## src/rtl/clock_pkg.sv

```systemverilog
// Shared constants for the clock-setting datapath: FSM state encoding
// and default tick counts at the 8.192 kHz system tick.
package clock_pkg;

   localparam logic [1:0] ST_IDLE    = 2'd0;
   localparam logic [1:0] ST_PRESSED = 2'd1;
   localparam logic [1:0] ST_LONG    = 2'd2;

   localparam int LONG_TICKS_1S      = 8192;
   localparam int REPEAT_TICKS_200MS = 1638;

   typedef enum logic [1:0] {
      S_IDLE    = ST_IDLE,
      S_PRESSED = ST_PRESSED,
      S_LONG    = ST_LONG
   } btn_state_t;

endpackage

```

## src/rtl/button_event_if.sv

```systemverilog
// Debounced button level in, single-cycle button events out.
// slave = event generator side, master = consumer/driver side.
interface button_event_if;

   logic i_debounced;
   logic o_press;
   logic o_release;
   logic o_short;
   logic o_long;
   logic o_repeat;
   logic o_held;

   modport slave (
      input  i_debounced,
      output o_press, o_release, o_short,
      output o_long, o_repeat, o_held
   );

   modport master (
      output i_debounced,
      input  o_press, o_release, o_short,
      input  o_long, o_repeat, o_held
   );

endinterface

```

## src/rtl/button_event.sv

```systemverilog
// Button level to press/release/short/long/repeat events.
// Auto-repeat is built only when BUTTON_EVENT_REPEAT_EN is defined.
module button_event
   import clock_pkg::*;
#(
   parameter int LONG_TICKS   = LONG_TICKS_1S,
   parameter int REPEAT_TICKS = REPEAT_TICKS_200MS,
   parameter int CNT_W        = 14
) (
   input  logic           i_clk,
   input  logic           i_rst,
   button_event_if.slave  bus
);

   localparam logic [CNT_W-1:0] LONG_LAST = CNT_W'(LONG_TICKS - 1);

   if (LONG_TICKS < 2 || LONG_TICKS > (1 << CNT_W)) begin : g_bad_long
      $error("button_event: LONG_TICKS out of range");
   end

   if (REPEAT_TICKS < 2 || REPEAT_TICKS > (1 << CNT_W)) begin : g_bad_rep
      $error("button_event: REPEAT_TICKS out of range");
   end

   btn_state_t       state;
   logic [CNT_W-1:0] cnt;
   logic             prev;
   logic             rise;
   logic             fall;

   assign rise = bus.i_debounced & ~prev;
   assign fall = ~bus.i_debounced & prev;

   // state is registered, so held is a registered level too
   assign bus.o_held = (state != S_IDLE);

`ifdef BUTTON_EVENT_REPEAT_EN
   localparam logic [CNT_W-1:0] REP_LAST = CNT_W'(REPEAT_TICKS - 1);

   // edge detect, hold counter, FSM and registered event pulses
   always_ff @(posedge i_clk) begin
      if (i_rst) begin
         state         <= S_IDLE;
         cnt           <= '0;
         prev          <= 1'b0;
         bus.o_press   <= 1'b0;
         bus.o_release <= 1'b0;
         bus.o_short   <= 1'b0;
         bus.o_long    <= 1'b0;
         bus.o_repeat  <= 1'b0;
      end else begin
         prev          <= bus.i_debounced;
         bus.o_press   <= 1'b0;
         bus.o_release <= 1'b0;
         bus.o_short   <= 1'b0;
         bus.o_long    <= 1'b0;
         bus.o_repeat  <= 1'b0;
         unique case (state)
            S_IDLE: begin
               if (rise) begin
                  bus.o_press <= 1'b1;
                  cnt         <= '0;
                  state       <= S_PRESSED;
               end
            end
            S_PRESSED: begin
               if (fall) begin
                  bus.o_release <= 1'b1;
                  bus.o_short   <= 1'b1;
                  state         <= S_IDLE;
               end else if (cnt == LONG_LAST) begin
                  bus.o_long <= 1'b1;
                  cnt        <= '0;
                  state      <= S_LONG;
               end else begin
                  cnt <= cnt + CNT_W'(1);
               end
            end
            S_LONG: begin
               if (fall) begin
                  bus.o_release <= 1'b1;
                  state         <= S_IDLE;
               end else if (cnt == REP_LAST) begin
                  bus.o_repeat <= 1'b1;
                  cnt          <= '0;
               end else begin
                  cnt <= cnt + CNT_W'(1);
               end
            end
            default: begin
               state <= S_IDLE;
               cnt   <= '0;
            end
         endcase
      end
   end
`else
   assign bus.o_repeat = 1'b0;

   // edge detect, hold counter, FSM and registered event pulses
   always_ff @(posedge i_clk) begin
      if (i_rst) begin
         state         <= S_IDLE;
         cnt           <= '0;
         prev          <= 1'b0;
         bus.o_press   <= 1'b0;
         bus.o_release <= 1'b0;
         bus.o_short   <= 1'b0;
         bus.o_long    <= 1'b0;
      end else begin
         prev          <= bus.i_debounced;
         bus.o_press   <= 1'b0;
         bus.o_release <= 1'b0;
         bus.o_short   <= 1'b0;
         bus.o_long    <= 1'b0;
         unique case (state)
            S_IDLE: begin
               if (rise) begin
                  bus.o_press <= 1'b1;
                  cnt         <= '0;
                  state       <= S_PRESSED;
               end
            end
            S_PRESSED: begin
               if (fall) begin
                  bus.o_release <= 1'b1;
                  bus.o_short   <= 1'b1;
                  state         <= S_IDLE;
               end else if (cnt == LONG_LAST) begin
                  bus.o_long <= 1'b1;
                  cnt        <= '0;
                  state      <= S_LONG;
               end else begin
                  cnt <= cnt + CNT_W'(1);
               end
            end
            S_LONG: begin
               cnt <= '0;
               if (fall) begin
                  bus.o_release <= 1'b1;
                  state         <= S_IDLE;
               end
            end
            default: begin
               state <= S_IDLE;
               cnt   <= '0;
            end
         endcase
      end
   end
`endif

endmodule

```

## src/flat_wrapper.sv

```systemverilog
// flat-port wrapper written by rule: the top's interface ports become plain ports
module button_event_flat import clock_pkg::*;
#(
   parameter int LONG_TICKS   = LONG_TICKS_1S,
   parameter int REPEAT_TICKS = REPEAT_TICKS_200MS,
   parameter int CNT_W        = 14
)
  (i_clk, i_rst, bus_i_debounced, bus_o_press, bus_o_release, bus_o_short, bus_o_long, bus_o_repeat, bus_o_held);
  button_event_if bus_i ();
  input  logic i_clk;
  input  logic i_rst;
  input wire logic [$bits(bus_i.i_debounced)-1:0] bus_i_debounced;
  output wire logic [$bits(bus_i.o_press)-1:0] bus_o_press;
  output wire logic [$bits(bus_i.o_release)-1:0] bus_o_release;
  output wire logic [$bits(bus_i.o_short)-1:0] bus_o_short;
  output wire logic [$bits(bus_i.o_long)-1:0] bus_o_long;
  output wire logic [$bits(bus_i.o_repeat)-1:0] bus_o_repeat;
  output wire logic [$bits(bus_i.o_held)-1:0] bus_o_held;
  assign bus_i.i_debounced = bus_i_debounced;
  assign bus_o_press = bus_i.o_press;
  assign bus_o_release = bus_i.o_release;
  assign bus_o_short = bus_i.o_short;
  assign bus_o_long = bus_i.o_long;
  assign bus_o_repeat = bus_i.o_repeat;
  assign bus_o_held = bus_i.o_held;
  button_event #(.LONG_TICKS(LONG_TICKS), .REPEAT_TICKS(REPEAT_TICKS), .CNT_W(CNT_W)) u_core (.i_clk(i_clk), .i_rst(i_rst), .bus(bus_i));
endmodule
```

## config.mk

```make
export PLATFORM = sky130hd
export DESIGN_NAME = button_event_flat
export DESIGN_NICKNAME = d
export VERILOG_FILES = /design/src/rtl/clock_pkg.sv /design/src/rtl/button_event_if.sv /design/src/rtl/button_event.sv /design/src/flat_wrapper.sv
export SDC_FILE = /design/constraint.sdc
export NUM_CORES = 1
export LEC_CHECK = 0
export ABC_AREA = 0
export CORE_MARGIN = 2
export CORE_UTILIZATION = 59
export CTS_CLUSTER_SIZE = 10
export DETAILED_ROUTE_END_ITERATION = 16
export HOLD_SLACK_MARGIN = 0.06
export PLACE_DENSITY = 0.79
export SYNTH_ARGS = -nofsm -noshare
export SYNTH_HDL_FRONTEND = slang
export SYNTH_SLANG_ARGS = --single-unit
```

## constraint.sdc

```tcl
create_clock -name i_clk -period 2.8 [get_ports i_clk]
set_clock_uncertainty 0.05 [all_clocks]
set_input_delay 0.56 -clock i_clk [delete_from_list [all_inputs] [get_ports i_clk]]
set_output_delay 0.56 -clock i_clk [all_outputs]
set_load 0.01 [all_outputs]
```

==> summary.txt <==
Post_cts resized = 0
Core area = 0.00156 mm^2
Setup_tns = 0 ps
GRT Resource Usage Total = 21.0%
# rows = 14
Max Cap Viol = 0
Initial DRC Count = 17
Crit Path Class = flop to output port
CTS tree = built
Worst Path Arrival = 1720 ps
Period minus WS final = 2330 ps
Vias post-DR = 859
Io pins = 9
Starting Density = 64.4%
Max-slew violations = 0
Max Fclk = 429 MHz
Die ar. = 0.00205 mm^2
Final cell count without fillers = 138
Post-synth cell types = 32
Ys Warns = 0
Sequential share of the synthesized area = 41.9%
Synth-to-layout area growth = 9.98%
Type of the worst min-delay path = flop to flop
Die Span X = 45.2 um
Clock Sinks = 21
Final WS setup = 470 ps
Largest net degree at the start of global routing = 15
Placed Instances = 134
Number of cells produced by synthesis = 114
Final number of hold-violating endpoints = 0
CP endpoint kind = output port
Final #Nets = 130
First-pass GRT wire length = 3100 um
H-tree levels = 1
Top post-synthesis cells by area = dfxtp_1 (42%), a21oi_1 (6.0%), o21ai_0 (5.5%)
Ratio of cells with drive above 1 in the final layout = 3.28%
Dpl hpwl = 1280 um
1st-pass router iterations = 4
Skew-Pair Late Insertion Delay = 300 ps
Final ANT Viol Nets = 0
Routed WL per cell = 13.0 um
Clock Path Buffers = 2
Global route total overflow = 0
Vias in the first global route = 725
Period Utilization, post-route = 83.2%
Worst VDD drop = 0.328 mV
Maximum fanout along the worst path = 7
Mapped Nets = 121
I/O Buffers = 7
Mapped Area = 0.00100 mm^2
Clock Root Buffer = clkbuf_4
Final Routed Wirelength = 1800 um
DIE HEIGHT = 45.2 um
Worst path required time = 2190 ps
Final setup vio count = 0
Synth top area share = 41.9%
Post-CTS setup buffer count = 0
Unrepaired setup endpoints after global routing = false
Yosys reg bits = 21
Antenna cell count = 0
Most frequent cells after synthesis = dfxtp_1 (21), a21oi_1 (12), o21ai_0 (11)
Startpoint class of the critical path = flop
Cts hold-fix bufs = 0
Syn Area/Cell = 8.80 um^2
Outcome = complete, no violations
Via density per instance = 6.22
Antenna violations before repair = 0
Worst-path clk slew = 110 ps
DRC Markers = 0
Post-Place Setup Slack = 309 ps
Top-count cell post-synth = dfxtp_1
Ys flop type = dfxtp_1
Pwr/cell area = 499 mW/mm^2
Placer Congestion = 0.802
P_leak = 0.000356 uW
Async SR Flop Fraction = 0%
CTS Buf Count = 3
EDFF count, synth = 0
Most area-hungry cell type in the Yosys netlist = dfxtp_1
## critical path, stage by stage, from the launching register on
cell             delay, ps
dfxtp_1                370
inv_1                   90
ha_1                   280
inv_1                  120
clkdlybuf4s50_1        550
## sequential cells by signal, summed over array words and instances (netlist names)
name / flops
u_core.bus.o_release: 1
u_core.bus.o_long: 1
u_core.cnt: 14
u_core.prev: 1
u_core.bus.o_short: 1
u_core.state: 2
u_core.bus.o_press: 1
## placed cells by master, fill, tap and decap left out, types with 2 or more instances in the layout
| cell type | n |
|---|---|
| dfxtp_1 | 21 |
| nand2b_1 | 3 |
| or4_1 | 2 |
| o31ai_1 | 2 |
| nand2_1 | 3 |
| inv_1 | 6 |
| nor3_1 | 2 |
| clkdlybuf4s50_1 | 7 |
| clkbuf_4 | 3 |
| nand3_1 | 4 |
| a221o_1 | 2 |
| or3_1 | 8 |
| a21oi_1 | 12 |
| nor2_1 | 6 |
| ha_1 | 4 |
| o21ai_0 | 11 |
| and4_1 | 2 |
| nor2b_1 | 3 |
| nand4_1 | 5 |
| xnor2_1 | 3 |
## per-stage QoR
| step | total power [uW] | cell area [um^2] | hold slack (ps) | utilization, % |
|---|---|---|---|---|
| after floorplan | 388 | 1000 | 404 | - |
| after global placement | 411 | 1080 | 414 | 69.1 |
| after detailed placement | 414 | 1080 | 427 | 69.1 |
| after CTS | 555 | 1100 | 443 | 70.8 |
| after global routing | 578 | 1100 | 484 | 70.8 |
| final | 550 | 1100 | 441 | 70.8 |
## routing by layer
metal | GRT usage, % | share of wire (%)
met1 | 30.7 | 48
met2 | 29.7 | 46
met3 | 4.80 | 3.8
met4 | 8.82 | 1.4
met5 | 0 | 0
## final timing paths
| path | from | endpoint | slack [ps] | cells past startpoint |
|---|---|---|---|---|
| worst max-delay path | u_core.state[0]$_SDFFE_PP0P_ | bus_o_held | 470 | 4 |
| worst min-delay path | u_core.cnt[13]$_SDFFE_PP0P_ | u_core.cnt[13]$_SDFFE_PP0P_ | 440 | 2 |
| worst max register to register | u_core.state[1]$_SDFFE_PP0P_ | u_core.cnt[11]$_SDFFE_PP0P_ | 790 | 5 |
| worst min register to register | u_core.cnt[13]$_SDFFE_PP0P_ | u_core.cnt[13]$_SDFFE_PP0P_ | 440 | 2 |
## cell families after synthesis
group	share of synthesized area (%)
DFF	41.9
AOI/OAI and AO/OA	20.2
muxes	0.998
and+or+nand+nor	24.3
xor gates and xnor gates	2.62
buffers and inverters	4.61
other	0.374
adders and majority gates	4.99
## where the power goes
group          total, uW  internal (uW)  switching (uW)
Clock                142           55.5            86.6
Combinational       92.7           39.7            53.1
Sequential           316            309            6.82
Total                550            404             147
## final cells by class
type | count | area [um^2]
flip-flops and latches | 21 | 420
well taps | 16 | 20.0
clock buffers | 4 | 26.3
fillers | 134 | 455
multi-input cells | 83 | 537
repair buffers | 8 | 77.6
inverters | 6 | 22.5
Power figures use the tool's default switching activity.
